### config.mk
export PLATFORM = sky130hd
export DESIGN_NAME = mips_instr_encoder
export DESIGN_NICKNAME = d
export VERILOG_FILES = /design/src/rtl/mips_enc_pkg.sv /design/src/rtl/mips_enc_core.sv /design/src/rtl/mips_instr_encoder.sv
export SDC_FILE = /design/constraint.sdc
export NUM_CORES = 1
export LEC_CHECK = 0
export ABC_CLOCK_PERIOD_IN_PS = 4200
export CAP_MARGIN = 15
export CORE_MARGIN = 5
export CORE_UTILIZATION = 35
export CTS_CLUSTER_SIZE = 24
export DETAILED_ROUTE_END_ITERATION = 6
export PLACE_DENSITY = 0.66
export SLEW_MARGIN = 5
export SYNTH_ARGS = -nofsm -noshare
export SYNTH_HDL_FRONTEND = slang
export SYNTH_HIERARCHICAL = 1
export SYNTH_SLANG_ARGS = --single-unit
### constraint.sdc
create_clock -name clk -period 4.2 [get_ports clk]
set_input_delay 0.42 -clock clk [delete_from_list [all_inputs] [get_ports clk]]
set_output_delay 0.42 -clock clk [all_outputs]
set_load 0.005 [all_outputs]
### src/rtl/mips_enc_pkg.sv
// Shared types for the MIPS instruction encoder: mnemonic indices, opcode/funct
// codes, the loader FSM state and the symbolic-instruction request struct.
package mips_enc_pkg;

  typedef enum logic [4:0] {
    OP_NOP  = 5'd0,  OP_ADD  = 5'd1,  OP_SUB  = 5'd2,  OP_AND  = 5'd3,
    OP_OR   = 5'd4,  OP_SLT  = 5'd5,  OP_SRL  = 5'd6,  OP_XOR  = 5'd7,
    OP_LW   = 5'd8,  OP_SW   = 5'd9,  OP_BEQ  = 5'd10, OP_BNE  = 5'd11,
    OP_J    = 5'd12, OP_JAL  = 5'd13, OP_ADDI = 5'd14, OP_ANDI = 5'd15,
    OP_ORI  = 5'd16, OP_XORI = 5'd17, OP_SLTI = 5'd18, OP_LUI  = 5'd19,
    OP_JR   = 5'd20
  } mnem_e;

  localparam logic [5:0] OPC_RTYPE = 6'h00, OPC_LW   = 6'h23, OPC_SW   = 6'h2B,
                         OPC_BEQ   = 6'h04, OPC_BNE  = 6'h05, OPC_J    = 6'h02,
                         OPC_JAL   = 6'h03, OPC_ADDI = 6'h08, OPC_ANDI = 6'h0C,
                         OPC_ORI   = 6'h0D, OPC_XORI = 6'h0E, OPC_SLTI = 6'h0A,
                         OPC_LUI   = 6'h0F;

  localparam logic [5:0] FN_ADD = 6'h20, FN_SUB = 6'h22, FN_AND = 6'h24, FN_OR = 6'h25,
                         FN_SLT = 6'h2A, FN_SRL = 6'h02, FN_XOR = 6'h26, FN_JR = 6'h08;

  typedef enum logic [1:0] {ST_IDLE, ST_RUN, ST_DRAIN, ST_FULL} state_e;

  // op is kept as raw bits so illegal indices 21..31 remain representable
  typedef struct packed {
    logic [4:0]  op;
    logic [4:0]  rs;
    logic [4:0]  rt;
    logic [4:0]  rd;
    logic [4:0]  shamt;
    logic [15:0] imm;
    logic [25:0] target;
  } enc_req_t;

  function automatic logic [5:0] funct_of(input logic [4:0] op);
    case (op)
      OP_ADD:  return FN_ADD;
      OP_SUB:  return FN_SUB;
      OP_AND:  return FN_AND;
      OP_OR:   return FN_OR;
      OP_SLT:  return FN_SLT;
      OP_SRL:  return FN_SRL;
      OP_XOR:  return FN_XOR;
      OP_JR:   return FN_JR;
      default: return 6'h00;
    endcase
  endfunction

  function automatic logic [5:0] opcode_of(input logic [4:0] op);
    case (op)
      OP_LW:   return OPC_LW;
      OP_SW:   return OPC_SW;
      OP_BEQ:  return OPC_BEQ;
      OP_BNE:  return OPC_BNE;
      OP_J:    return OPC_J;
      OP_JAL:  return OPC_JAL;
      OP_ADDI: return OPC_ADDI;
      OP_ANDI: return OPC_ANDI;
      OP_ORI:  return OPC_ORI;
      OP_XORI: return OPC_XORI;
      OP_SLTI: return OPC_SLTI;
      OP_LUI:  return OPC_LUI;
      default: return OPC_RTYPE;
    endcase
  endfunction

endpackage

### src/rtl/mips_enc_core.sv
// Combinational encoder: symbolic instruction -> 32-bit MIPS word plus an
// illegal-op flag (illegal indices produce an all-zero word).
module mips_enc_core
  import mips_enc_pkg::*;
(
  input  enc_req_t    req,
  output logic [31:0] word,
  output logic        illegal
);

  always_comb begin
    word    = '0;
    illegal = 1'b0;
    case (req.op)
      OP_NOP: word = '0;
      OP_ADD, OP_SUB, OP_AND, OP_OR, OP_SLT, OP_XOR:
        word = {OPC_RTYPE, req.rs, req.rt, req.rd, 5'd0, funct_of(req.op)};
      OP_SRL: word = {OPC_RTYPE, 5'd0, req.rt, req.rd, req.shamt, FN_SRL};
      OP_JR:  word = {OPC_RTYPE, req.rs, 10'd0, 5'd0, FN_JR};
      OP_LW, OP_SW, OP_BEQ, OP_BNE, OP_ADDI, OP_ANDI, OP_ORI, OP_XORI, OP_SLTI:
        word = {opcode_of(req.op), req.rs, req.rt, req.imm};
      OP_LUI: word = {OPC_LUI, 5'd0, req.rt, req.imm};
      OP_J, OP_JAL: word = {opcode_of(req.op), req.target};
      default: illegal = 1'b1;
    endcase
  end

endmodule

### src/rtl/mips_instr_encoder.sv
// Program loader: encodes a stream of symbolic instructions and writes them to
// consecutive instruction-memory words. Optional ENC_CHECK_EN drops illegal ops and flags err.
module mips_instr_encoder
  import mips_enc_pkg::*;
#(
  parameter int AW    = 8,
  parameter int DEPTH = 256
) (
  input  logic          clk,
  input  logic          rst_n,
  input  logic          start,
  output logic          done,
  output logic [AW:0]   wr_count,
  output logic          err,
  input  logic          s_valid,
  output logic          s_ready,
  input  logic [4:0]    s_op,
  input  logic [4:0]    s_rs,
  input  logic [4:0]    s_rt,
  input  logic [4:0]    s_rd,
  input  logic [4:0]    s_shamt,
  input  logic [15:0]   s_imm,
  input  logic [25:0]   s_target,
  output logic          m_valid,
  input  logic          m_ready,
  output logic [AW-1:0] m_addr,
  output logic [31:0]   m_data
);

`ifdef ENC_CHECK_EN
  localparam bit CHECK_EN = 1'b1;
`else
  localparam bit CHECK_EN = 1'b0;
`endif
  localparam logic [AW:0] DEPTH_C = (AW+1)'(DEPTH);

  state_e      state;
  logic [AW:0] acc_cnt, wr_cnt;
  logic        err_q;
  enc_req_t    req;
  logic [31:0] word;
  logic        illegal, drop, acc, wr;

  assign req = '{op: s_op, rs: s_rs, rt: s_rt, rd: s_rd, shamt: s_shamt,
                 imm: s_imm, target: s_target};

  mips_enc_core u_core (.req(req), .word(word), .illegal(illegal));

  assign drop    = CHECK_EN && illegal;
  assign s_ready = (state == ST_RUN) && (!m_valid || m_ready) && (acc_cnt < DEPTH_C);
  // start wins over any handshake offered in the same cycle
  assign acc     = s_valid && s_ready && !start;
  assign wr      = m_valid && m_ready;

  always_ff @(posedge clk or negedge rst_n) begin
    if (!rst_n) begin
      state   <= ST_IDLE;
      acc_cnt <= '0;
      wr_cnt  <= '0;
      m_valid <= 1'b0;
      m_data  <= '0;
      err_q   <= 1'b0;
    end else if (start) begin
      state   <= ST_RUN;
      acc_cnt <= '0;
      wr_cnt  <= '0;
      m_valid <= 1'b0;
      err_q   <= 1'b0;
    end else begin
      if (wr) wr_cnt <= wr_cnt + 1'b1;
      // a new word reloads the register in the same cycle the old one drains
      if (acc && !drop) begin
        m_valid <= 1'b1;
        m_data  <= word;
        acc_cnt <= acc_cnt + 1'b1;
      end else if (wr) begin
        m_valid <= 1'b0;
      end
      if (acc && drop) err_q <= 1'b1;
      case (state)
        ST_RUN:   if (acc && !drop && acc_cnt == DEPTH_C - 1'b1) state <= ST_DRAIN;
        ST_DRAIN: if (wr) state <= ST_FULL;
        default:  ;
      endcase
    end
  end

  assign m_addr   = wr_cnt[AW-1:0];
  assign wr_count = wr_cnt;
  assign done     = (state == ST_FULL);
  assign err      = err_q;

endmodule

# Word-level counts from Yosys, hierarchy flattened
# Memories as Yosys holds them, arrays and structs flattened.
# Index checks and enable logic that the tools add are counted.
[totals]
reg_bits = 53
memories = 3
out_inout_bits = 53
rom_bits = 480
[classes]
bitwise_logic = 1
n_addsub = 2
mux = 12
n_eq_ne = 26
reduce_logical = 18
order_cmp = 1
[memory_table]
columns = ["name", "words", "width", "rd", "rd_clocked_by_memory_dff", "wr", "line_no", "rtl"]
rows = [
  ["(name not given)", 32, 5, 1, 0, 0, "mips_enc_pkg.sv:37", "case (op)"],
  ["(name not given)", 32, 5, 1, 0, 0, "mips_enc_pkg.sv:51", "case (op)"],
  ["(name not given)", 32, 5, 1, 0, 0, "mips_enc_pkg.sv:51", ""],
]
[op_table]
columns = ["op", "n"]
rows = [
  ["case mux 32 bit (6 select lines)", 1],
  ["== test 5 x 4 -> 1 bit, second input constant", 8],
  ["two-way mux 9 bit", 4],
  ["== test 5 bit, second input constant", 5],
  ["== test 5 x 3 -> 1 bit, second input constant", 4],
  ["adder 9 x 1 -> 9 bit, second input constant", 2],
  ["== test 5 x 2 -> 1 bit, second input constant", 2],
  ["== test 9 x 8 -> 1 bit, second input constant", 1],
  ["< comparator 9 bit, second input constant", 1],
  ["OR reduction 9 bit", 1],
  ["logical AND 1 bit", 6],
  ["two-way mux 2 bit", 3],
  ["nonzero test 3 bit", 2],
  ["OR reduction 6 bit", 1],
  ["== test 5 x 1 -> 1 bit, second input constant", 1],
  ["== test 2 bit, second input constant", 2],
  ["case mux 2 bit (2 select lines)", 1],
  ["nonzero test 2 bit", 2],
  ["two-way mux 1 bit", 3],
  ["inequality test 3 x 2 -> 1 bit, second input constant", 1],
  ["inequality test 3 bit, second input constant", 1],
  ["AND reduction 3 bit", 1],
  ["== test 2 x 1 -> 1 bit, second input constant", 1],
  ["zero test 1 bit", 2],
  ["other kinds (4)", 4],
]

# Longest topological paths before layout
# Gate-level depths: netlist of the first run.
[logic_depth]
depth_word = 10
mapped_depth = 10
depth_no_buf = 7

# Cells and area by module
# The synthesis of the first run kept the hierarchy.
[by_module_without_submodules]
columns = ["module", "instances", "seq_area_each_um2", "cells_each", "area_each_um2"]
rows = [
  ["mips_instr_encoder", 1, 1326.3, 184, 2461.1],
  ["mips_enc_core", 1, 0.0, 129, 914.6],
]

# Worst setup path after synthesis of the first run
# Ideal clock, no wire load.
[synth_path]
path_type = "input to register"
start = "in s_op[0]"
end = "reg m_data[16]"
arrival_ps = 1974
required_ps = 4075
path_stages = 8
path_slack_ps = 2100
path_cell_list = "inv_1 -> ha_1 -> buf_2 -> a211o_1 -> o21a_4 -> or2_4 -> a22o_1 -> mux2_4"
[synth_between]
elab_chain_cells = 3
[synth_rtl]
columns = ["item", "line_no", "rtl"]
rows = [
  ["from (decl)", "mips_instr_encoder.sv:17", "input logic [4:0] s_op,"],
  ["== test 5 x 4 -> 1 bit (tied with other cells)", "mips_enc_core.sv:14", "case (req.op)"],
  ["OR reduction 9 bit (tied with other cells)", "n/a", ""],
  ["case mux 32 bit (6 select lines) (*)", "mips_enc_core.sv:14", ""],
  ["net word[16]", "mips_instr_encoder.sv:41", "logic [31:0] word;"],
  ["to (signal assigned)", "mips_instr_encoder.sv:74", "m_data <= word;"],
  ["to (decl)", "mips_instr_encoder.sv:27", "output logic [31:0] m_data"],
]
# The timed path passes the listed nets; every way through them passes the cells marked *.
# A chain may end at the register's enable or synchronous reset.

# Final worst setup path of the first run
[layout_path]
start = "in s_op[1]"
end = "reg m_data[18]"
# Same word-level chain as after synthesis.

==> results of run 1 <==
==> critical path, stage by stage <==
cell and delay [ns]:
clkdlybuf4s50_1 0.61, inv_1 0.16, ha_1 0.32, o21ba_2 0.25, o22a_4 0.30, or2_4 0.30, a22o_1 0.20, mux2_4 0.25
==> area by class of cell <==
type                       count  area [sq um]
tap                          129           161
clock buffer                   5          68.8
clock inverter                 3          26.3
sequential                    53          1330
inverter                      16          60.1
fill                         889          4660
timing repair buffer         125          1240
multi-input combinational    210          1740
==> sequential cells by signal, indices dropped and copies added, names as in the netlist <==
name / cells
wr_count: 9
state: 2
acc_cnt: 9
m_valid: 1
m_data: 32
==> worst paths after layout <==
check,cells after the start,endpoint,start
worst max-delay path,8,m_data[18]$_DFFE_PN0P_,s_op[1]
worst min-delay path,2,m_data[7]$_DFFE_PN0P_,rst_n
worst max register to register,4,m_data[22]$_DFFE_PN0P_,m_valid$_DFFE_PN0P_
worst min register to register,1,m_data[5]$_DFFE_PN0P_,m_data[5]$_DFFE_PN0P_
max in group asynchronous,2,m_data[31]$_DFFE_PN0P_,rst_n
min in group clk,1,m_data[5]$_DFFE_PN0P_,m_data[5]$_DFFE_PN0P_
==> per-layer routing <==
metal | track usage, % | up-vias
li1 | - | 1295
met1 | 19.5 | 1263
met2 | 23.8 | 96
met3 | 3.60 | 6
met4 | 4.33 | 0
met5 | 0 | -
==> power by group through the flow <==
stage	Clock [uW]	Sequential [uW]	Combinational (uW)
floorplan	0	599	175
global placement	0	597	375
detailed placement	0	598	378
CTS	319	590	379
global route	335	596	405
finish	305	589	374
==> per-stage QoR <==
step	hold slack (ns)	util [%]	instances	worst slack [ns]	cell area [sq um]
2_1_floorplan	0.124	-	307	2.11	3340
3_3_place_gp	0.491	48.7	533	1.38	4520
3_5_place_dp	0.491	48.7	533	1.28	4520
4_1_cts	0.249	49.8	541	1.61	4620
5_1_grt	0.288	49.8	541	1.46	4620
6_report	0.218	49.8	541	1.57	4620
==> results.ini, run 1 <==
[place]
place.gp.congestion=0.828
portBuffers=123
hpwl_mm=6.35

[critical_path]
crit_arrival_ns=2.82
critical_path.max_fanout=17
start_kind=input pin
rrSetupSlack_ns=2.12
cp-end-kind=register
crit_required_ns=4.39
crit_type=input pin to register

[min_path]
hold_path.class=input pin to async pin

[sta]
period_share_pct=62.6
fin_tns_setup_ns=0
tightest_slew_ns=0.975
fmax_ghz=0.381
grt_setup_unrepaired=false
hold_violations=0
relSlewSlack_pct=34.8
slew_viol_final=0
setup_violations=0
skew_ns=0.0134
fin_crit_ns=2.63

[yosys]
syn-num-nets=388
syn-cell-area_sq_um=3340
netlist_instances=307
yosysWarningCount=6
avgSynthCellArea_sq_um=10.9

[detailed_routing]
vias=2660
drt_wl_total_mm=8.51
first_pass_iters=5
antenna_left=0
highest_layer=met4
drt_iter0_drc=158
wl_per_cell_um=15.7
met2_length_mm=4.02
viasPerCell=4.92
met3_length_um=563
drc=0
met1_length_mm=3.81

[cts]
cts_root_buffer=clkbuf_8
ctsHoldBuffers=0
cts_sinks=53
clk_pin_slew_worst_paths_ns=0.10
cts_buffer_depth=2
cts-buffers-inserted=5
cts_resized=0
tritoncts=done
cts-htree-levels=2
insertion_delay_ns=0.31
post-cts-setup-buffers=0

[power]
p_int_uw=922
finalPower_uw=1270
switchingPower_uw=346
pwr-share-comb_pct=29.5
ir_worst_vdd_v=0.000154
power_density_nw_per_um2=274
p_sw_share_pct=27.3
p_leak_uw=0.00200
power_frac_seq_pct=46.5
clkPwrFrac_pct=24.0

[floorplan]
die_w_um=108
io_pins=125
fp.coreArea_sq_um=9280
start_util_pct=36.0
die_h_um=108
die-area_sq_um=11600
rows=35

[global_route]
grt_start_max_net_pins=54
antenna_found_initial=0
grt_pass1_wl_mm=13.8
grt_overflow_total=0
grt.total_usage_pct=14.7
grt_pass1_vias=2725

[final_layout]
layout.nets=492
syn2layout_area_growth_pct=38.4
final_common_cell=clkdlybuf4s50_1
most-common-layout-cells=clkdlybuf4s50_1 (122), dfrtp_1 (53), mux2_4 (30)
drive_gt1_share_pct=14.1
diodes=0

[job]
cap_violations=0

[run_status]
outcome=completed

No activity file was read; power rests on OpenSTA's default activity.
==> run 2: changes to the inputs <==
- ABC_CLOCK_PERIOD_IN_PS: 4200 -> 2220
- PLACE_DENSITY: 0.66 -> 0.68
- clock period: 4.2 -> 2.22 ns (I/O delays scaled with it)
==> run 2 against run 1 <==
Net effect:
- cell area up 7.3%
- sequential share of layout area decreased by 1.9 points
- sequential power grew 90%
- largest power group unchanged
- critical path depth unchanged
- combinational power rose by 100%
- critical path type unchanged
==> results.ini, run 2 (synthesis results as in run 1) <==
[run_status]
outcome=completed

[detailed_routing]
drt_wl_total_mm=8.93
first_pass_iters=5
viasPerCell=4.89
antenna_left=0
drc=0
wl_per_cell_um=15.5
drt_iter0_drc=100
vias=2820

[cts]
cts-htree-levels=2
clk_pin_slew_worst_paths_ns=0.10
cts_sinks=53
cts-buffers-inserted=5
tritoncts=done
cts_root_buffer=clkbuf_8
insertion_delay_ns=0.30
cts_buffer_depth=2

[critical_path]
cp.buffers_inverters=2
cp_slowest_stage_delay_ns=0.48
crit_chain=clkdlybuf4s50_1 -> inv_1 -> ha_1 -> o21ba_2 -> o22a_4 -> or2_4 -> a22o_1 -> mux2_4
crit_slowest_cell=clkdlybuf4s50_1
rrSetupSlack_ns=0.55
crit_type=input pin to register
start_kind=input pin
crit_required_ns=2.41
crit_arrival_ns=2.32
cp-end-kind=register
critical_path.max_fanout=16
critical-path-top-delay-family=compound AO/OA/AOI/OAI gates

[job]
cap_violations=0

[sta]
period_share_pct=95.5
holdWs_ns=0.296
skew_ns=0.00914
fmax_ghz=0.472
setup_violations=0
slew_viol_final=0
grt_setup_unrepaired=false
setup_slack_ns=0.0992
fin_crit_ns=2.12
hold_violations=0

[final_layout]
fin_util_pct=53.4
regMostFlops=m_data
final_common_cell=clkdlybuf4s50_1
most-common-layout-cells=clkdlybuf4s50_1 (122), dfrtp_1 (53), buf_4 (34)
instances_no_fill=577
syn2layout_area_growth_pct=48.4
diodes=0
drive_gt1_share_pct=20.8
layout.nets=528
largest_register_ffs=32

[floorplan]
die-area_sq_um=11600
rows=35
fp.coreArea_sq_um=9280
io_pins=125
die_h_um=108
start_util_pct=36.0
die_w_um=108

[place]
portBuffers=123
place.gp.congestion=0.835
dp.cells=568
place_worst_setup_slack_ns=-0.241
hpwl_mm=7.00

[power]
finalPower_uw=2570
ir_worst_vdd_v=0.000300
power_density_nw_per_um2=518
p_leak_uw=0.00220

[global_route]
grt_start_max_net_pins=27
grt_overflow_total=0
antenna_found_initial=0
grt_use_met3_pct=3.66
grt_use_met1_pct=19.5
top_usage_layer=met2
grt.total_usage_pct=15.2
grt_pass1_wl_mm=14.2
grt_util_met2_pct=24.6
grt_pass1_vias=2886

[min_path]
hold_path.class=input pin to async pin

run 2: path summary, 6_finish.rpt:
kind                                             from                     end  cells after the start
worst min register to register  m_data[6]$_DFFE_PN0P_   m_data[6]$_DFFE_PN0P_                      1
min in group clk                m_data[6]$_DFFE_PN0P_   m_data[6]$_DFFE_PN0P_                      1
max in group asynchronous                       rst_n   m_data[1]$_DFFE_PN0P_                      3
worst min-delay path                            rst_n  m_data[10]$_DFFE_PN0P_                      2
worst max register to register   state[1]$_DFFE_PN0P_  m_data[15]$_DFFE_PN0P_                      5
worst max-delay path                          s_op[0]  m_data[17]$_DFFE_PN0P_                      8
run 2: metrics by stage:
| stage | TNS [ns] | cell area, sq um |
|---|---|---|
| 6_report | 0 | 4950 |
| 2_1_floorplan | 0 | 3340 |
| 3_3_place_gp | -3.59 | 4820 |
| 5_1_grt | 0 | 4950 |
| 4_1_cts | 0 | 4950 |
| 3_5_place_dp | -4.34 | 4820 |
run 2: per-layer routing:
layer / wire length [um] / up-vias
met1: 4070 / 1343
met2: 4110 / 102
met4: 191 / 0
met5: 0 / -
met3: 550 / 12
li1: - / 1363
run 2: timing repair:
item,4_1_cts,5_1_grt
hold buffers,1,0
setup buffers,0,0
setup endpoints to repair,0,3
resized for setup,0,1
endpoints found under the hold margin,9,0
run 2: layout make-up:
cell class                      count  area [sq um]
Tap cell                          129           161
Clock buffer                        5          68.8
Sequential cell                    53          1330
Clock inverter                      3          46.3
Inverter                           16          60.1
Timing Repair Buffer              161          1550
Multi-Input combinational cell    210          1740
Fill cell                         852          4330
run 2: power breakdown:
group | total (uW) | switching, uW | internal (uW) | leakage (uW)
combinational | 765 | 261 | 504 | 0.00144
sequential | 1120 | 62.5 | 1060 | 0.000709
clock | 682 | 343 | 338 | 0.0000543
==> run 3: changes to the inputs <==
- CORE_UTILIZATION: 35 -> 30
- PLACE_DENSITY: 0.68 -> default
==> run 3 against run 2 <==
Net effect:
- power decreased by 4.7%
- core utilization down 8.1 points
- setup slack improved by 0.026 ns
- clock skew increased by 0.0036 ns
- flip-flop and latch count stayed put
- clock-buffer cell count did not move
- worst hold slack lost 0.29 ns
- register-to-register slack about the same
- cell area shrank 0.61%
- critical path type unchanged
==> results.ini, run 3 (synthesis results as in run 1) <==
[run_status]
outcome=completed

[global_route]
grt.total_usage_pct=13.6
antenna_found_initial=0
grt_overflow_total=0
grt_start_max_net_pins=54
grt_pass1_vias=2987
grt_pass1_wl_mm=14.4

[critical_path]
crit_type=input pin to register
crit_slowest_cell=clkdlybuf4s50_1
critical_path.max_fanout=15
r2r-end=m_data[5]$_DFFE_PN0P_
crit_arrival_ns=2.30
cp_slowest_stage_delay_ns=0.41
cp-end-kind=register
start_kind=input pin
critPathLaunch=s_op[1]
crit_required_ns=2.42
rrSetupSlack_ns=0.55
crit_chain=clkdlybuf4s50_1 -> buf_4 -> ha_1 -> or2_1 -> o22a_4 -> or2_4 -> a22o_1 -> mux2_4
r2r-start=state[1]$_DFFE_PN0P_
reg2regPathDepth=5

[cts]
clk_pin_slew_worst_paths_ns=0.10
cts-htree-levels=2
cts_buffer_depth=2
tritoncts=done
ctsHoldBuffers=0
cts_root_buffer=clkbuf_8
cts-buffers-inserted=5
cts_sinks=53
insertion_delay_ns=0.31

[floorplan]
die_w_um=115
io_pins=125
fp.coreArea_sq_um=10900
start_util_pct=30.7
rows=38
die-area_sq_um=13300
die_h_um=115

[power]
p_leak_uw=0.00218
ir_worst_vdd_v=0.000262
power_density_nw_per_um2=497
finalPower_uw=2450

[detailed_routing]
drt_iter0_drc=120
drt_wl_total_mm=8.98
wl_per_cell_um=15.4
antenna_left=0
vias=2783
first_pass_iters=7
drc=0
viasPerCell=4.77

[sta]
tightest_slew_ns=0.672
period_share_pct=94.4
setup_violations=0
skew_ns=0.0128
hold_violations=0
fin_tns_setup_ns=0
relSlewSlack_pct=55.2
slew_viol_final=0
fmax_ghz=0.477
holdWs_ns=0.00333
grt_setup_unrepaired=false
fin_crit_ns=2.09

[final_layout]
multi_input_area_sq_um=1740
layout.nets=524
fill_cells=1028
register_area_sq_um=1330
drive_gt1_share_pct=20.3
regMostFlops=m_data
largest_register_ffs=32
diodes=0
final_common_cell=clkdlybuf4s50_1
most-common-layout-cells=clkdlybuf4s50_1 (121), dfrtp_1 (53), mux2_4 (30), buf_4 (30), nor2_1 (18)
syn2layout_area_growth_pct=47.5

[place]
place.gp.congestion=0.852
hpwl_mm=7.10
portBuffers=123

[min_path]
hold_path.class=input pin to async pin

[job]
cap_violations=0

[run 3: power by group]
group | leakage [uW] | internal, uW | total, uW | switching (uW)
registers | 0.000709 | 1060 | 1120 | 59.7
logic | 0.00143 | 501 | 763 | 262
clock network | 0.0000447 | 228 | 566 | 338
total | 0.00218 | 1790 | 2450 | 660
[run 3: per-layer routing]
metal / global-route usage [%] / vias to the layer above / share of wire (%)
met5: 0 / - / 0
met4: 4.38 / 0 / 1.7
met3: 4.70 / 10 / 8.1
met2: 22.9 / 96 / 48
met1: 16.2 / 1319 / 42
li1: - / 1358 / -
[run 3: worst max-delay path, delay by kind of cell]
kind,cells,cell delay (ns)
buffers and inverters,2,0.56
adder cells (fa/ha/maj),1,0.20
AND/OR/NAND/NOR,2,0.59
multiplexers,1,0.25
AO/OA/AOI/OAI,2,0.47
[run 3: through the flow]
stage / worst slack, ns / util (%) / cells / cell area (sq um)
after detailed placement: -0.292 / 44.3 / 576 / 4830
final: 0.125 / 45.2 / 584 / 4920
after global routing: 0.0000546 / 45.2 / 584 / 4920
after global placement: -0.225 / 44.3 / 576 / 4830
after CTS: 0.0503 / 45.2 / 584 / 4920
after floorplan: 0.324 / - / 307 / 3340
[run 3: what timing repair did]
action	4_1_cts	5_1_grt
setup buffers	0	0
gates resized for setup	0	1
endpoints found under the setup margin	0	5
[run 3: worst max path at each step]
| stage | end | cells past startpoint |
|---|---|---|
| finish | m_data[17]$_DFFE_PN0P_ | 8 |
| global route | m_data[15]$_DFFE_PN0P_ | 9 |
| CTS | m_data[17]$_DFFE_PN0P_ | 8 |
| detailed placement | m_data[16]$_DFFE_PN0P_ | 8 |
| global placement | m_data[20]$_DFFE_PN0P_ | 8 |
| floorplan | m_data[16]$_DFFE_PN0P_ | 8 |
[run 3: layout make-up]
class / count / area share, %
well taps: 140 / 3.56
clock inverters: 3 / 0.508
inverters: 16 / 1.22
clock buffers: 5 / 1.40
flip-flops and latches: 53 / 26.9
multi-input cells: 210 / 35.2
repair buffers: 157 / 31.1
==> RTL edit 1: new RTL, settings of run 3 <==
Change the parameter `AW` from 8 to 9.
--- a/src/rtl/mips_instr_encoder.sv
+++ b/src/rtl/mips_instr_encoder.sv
@@ -5,3 +5,3 @@
 #(
-  parameter int AW    = 8,
+  parameter int AW    = 9,
   parameter int DEPTH = 256
Interface: changed (resized m_addr and wr_count); port bits go from 125 to 127. No check against the original RTL was run, so the function may have changed too.
==> RTL edit 1 against run 3 <==
  * Sequential cell count is 2 higher
  * Clock power is 40% higher
  * Count of clock-buffer cells in the layout stayed put
  * Total power grew 11%
  * Via count increased by 3.8%
  * Synthesized area grew 2.9%
  * Design area is 5.8% higher
  * Setup slack lost 0.035 ns
  * Wire length rose by 5.8%
  * Synthesized cell count is 2.6% higher
  * Cell count grew 3.6%
  * Critical path type unchanged
  * Highest routed layer unchanged
==> RTL edit 1: results (changes against run 3) <==
drt_iter0_drc: 113  # was 120
grt_start_max_net_pins: 56  # was 54
met1_usage_pct: 18.3  # was 16.2%
final_nets: 541  # was 524
ctsResizeCount: 8  # was 0
max-vdd-ir-drop_uv: 297  # was 262 µV
routed-wl-met3_um: 509  # was 729 µm
fin_skew_ns: 0.00650  # was 0.0128 ns
grt_pass1_wl_mm: 14.5  # was 14.4 mm
cp_slowest_cell: "a222oi_1"  # was clkdlybuf4s50_1
path_clk_slew_ns: 0.07  # was 0.10 ns
path_max_fanout: 5  # was 15
syn_nets: 395  # was 388
rr_startpoint: "acc_cnt[8]"  # was state[1]
gp_congestion: 0.816  # was 0.852
wl_mm: 9.50  # was 8.98 mm
cts_setup_buffers: 1  # was 0
post_dp_cell_area_um2: 4970  # was 4830 µm²
insertion_delay_ns: 0.29  # was 0.31 ns
r2r-end: "m_data[6]"  # was m_data[5]
dp_cells: 591  # was 576
top_register: "m_data"  # unchanged
grt_use_met2_pct: 22.5  # was 22.9%
wl_met1_mm: 4.14  # was 3.80 mm
first_pass_iters: 4  # was 7
dr_wl_met2_mm: 4.77  # was 4.29 mm
reg2reg_slack_ns: 0.33  # was 0.55 ns
grt_use_total_pct: 13.4  # was 13.6%
n_fill_cell: 1101  # was 1,028
p_leak_nw: 2.34  # was 2.18 nW
crit_path_max_incr_delay_ns: 0.30  # was 0.41 ns
final_cells: 605  # was 584
synth_cells: 315  # was 307
grt_pass1_vias: 2857  # was 2,987
layout-drive-gt1-share_pct: 22.5  # was 20.3%
whs_ns: 0.460  # was 0.00333 ns
fp.dieW_um: 117  # was 115 µm
use_met3_pct: 2.16  # was 4.70%
clockRootBuffer: "clkbuf_16"  # was clkbuf_8
cp_data_arrival_time_ns: 2.31
status: "complete, no violations"  # unchanged
worst_pin_slew_ns: 0.845  # was 0.672 ns
io_buffers: 125  # was 123
clockBufferDepth: 2  # unchanged
dp_slack_ns: -0.333  # was -0.292 ns
crit_family: "buffers and inverters"  # was simple AND/OR/NAND/NOR gates
vias_per_cell: 4.78  # was 4.77
-- RTL edit 1: how the worst max path moves through the flow --
stage | start | endpoint | slack [ns]
6_report | s_op[0] | m_data[10] | 0.09
4_1_cts | acc_cnt[8] | s_ready | 0.03
3_5_place_dp | s_op[0] | m_data[7] | -0.33
5_1_grt | acc_cnt[9] | s_ready | 0.03
2_1_floorplan | s_op[0] | m_data[16] | 0.31
3_3_place_gp | s_op[0] | m_data[15] | -0.31
-- RTL edit 1: cell type report --
type | count | area, µm² | share of cell area, %
multi-input cells | 211 | 1780 | 34.1
clock buffers | 5 | 125 | 2.40
clock inverters | 3 | 22.5 | 0.432
repair buffers | 168 | 1660 | 31.8
well taps | 143 | 179 | 3.43
flip-flops and latches | 55 | 1380 | 26.4
inverters | 20 | 75.1 | 1.44
-- RTL edit 1: where the power goes --
group          internal [W]  switching [W]
clock network      0.000423       0.000367
registers           0.00109      0.0000617
logic              0.000514       0.000257
total               0.00203       0.000686
==> RTL edit 2: new RTL, config.mk and constraints of run 3 <==
Made on the original files. Reset style: synchronous (`rst_n`), changed in one clocked block.
--- a/src/rtl/mips_instr_encoder.sv
+++ b/src/rtl/mips_instr_encoder.sv
@@ -54,3 +54,3 @@
 
-  always_ff @(posedge clk or negedge rst_n) begin
+  always_ff @(posedge clk) begin
     if (!rst_n) begin
Check against the original RTL: differs if rst_n is asserted again (counterexample within 4 cycles, from zero or initial values and one cycle with rst_n low); with rst_n held inactive, the same outputs for 10 cycles.
==> RTL edit 2 against run 3 <==
  * Sequential cell count did not move
  * Hold slack better by 0.46 ns
  * Via count grew 12%
  * Synthesized cell count is 25% higher
  * Utilization is 3.1 points higher
  * Die area fell by 9.7%
  * Synthesized area fell by 11%
  * Wire length grew 7.1%
  * Design area is 4.5% lower
  * Total power is 19% lower
  * Sequential power is 14% lower
  * Setup slack got worse by 0.016 ns
  * Largest power group unchanged
==> RTL edit 2: results (changes against run 3) <==
status: "complete, no violations"  # unchanged
syn_nets: 465  # was 388
dieArea_um2: 12000  # was 13,300 µm²
fin_ws_ns: 0.109  # was 0.125 ns
first_pass_iters: 4  # was 7
vias_per_cell: 4.74  # was 4.77
seq_share_pct: 22.6  # was 26.9%
fin_skew_ns: 0.00672  # was 0.0128 ns
multi_input_area_share_pct: 36.6  # was 35.2%
startpoint: "s_op[0]"  # was s_op[1]
wl_per_cell_um: 14.6  # was 15.4 µm
nClkBuffers: 6  # was 5
layout-drive-gt1-share_pct: 13.1  # was 20.3%
place_hpwl_mm: 7.37  # was 7.10 mm
met1_usage_pct: 19.7  # was 16.2%
power_frac_seq_pct: 49.1  # was 45.7%
grt_pass1_vias: 3040  # was 2,987
reg2reg_slack_ns: 0.18  # was 0.55 ns
cp-endpoint: "m_data[2]"  # was m_data[17]
multiInputGateArea_um2: 1720  # was 1740 µm²
drt_iter0_drc: 88  # was 120
dp_slack_ns: -0.544  # was -0.292 ns
reg2regPathDepth: 4  # was 5
hp-class: "reg2reg"  # was in2async
pwr.group.combinational_w: 0.000432  # was 0.000763 W
path_max_fanout: 5  # was 15
[RTL edit 2: cell count changes in the layout (fill, tap and decap cells not counted), moves of 9 or more]
cell and change:
dfxtp_1 +53, nand2_1 +63, dfrtp_1 -53, mux2_4 -30
buf_4 +12, a222oi_1 -9, a22oi_1 +9, a21boi_0 +34
[RTL edit 2: how the worst min path moves through the flow]
stage | cells past startpoint | endpoint | slack, ns | start
finish | 2 | m_data[12] | 0.47 | m_data[12]
global route | 2 | m_data[6] | 0.49 | m_data[6]
CTS | 2 | m_data[6] | 0.47 | m_data[6]
detailed placement | 2 | m_data[31] | 0.46 | m_data[31]
global placement | 2 | m_data[6] | 0.45 | m_data[6]
floorplan | 1 | state[0] | 0.36 | start
[RTL edit 2: worst max-delay path, cell delays in order]
cell	delay, ns
dlygate4sd2_1	0.25
buf_4	0.16
ha_4	0.17
or4_4	0.48
a222oi_1	0.34
buf_4	0.23
inv_4	0.06
a221o_1	0.29
nand2_1	0.05
a21boi_0	0.07
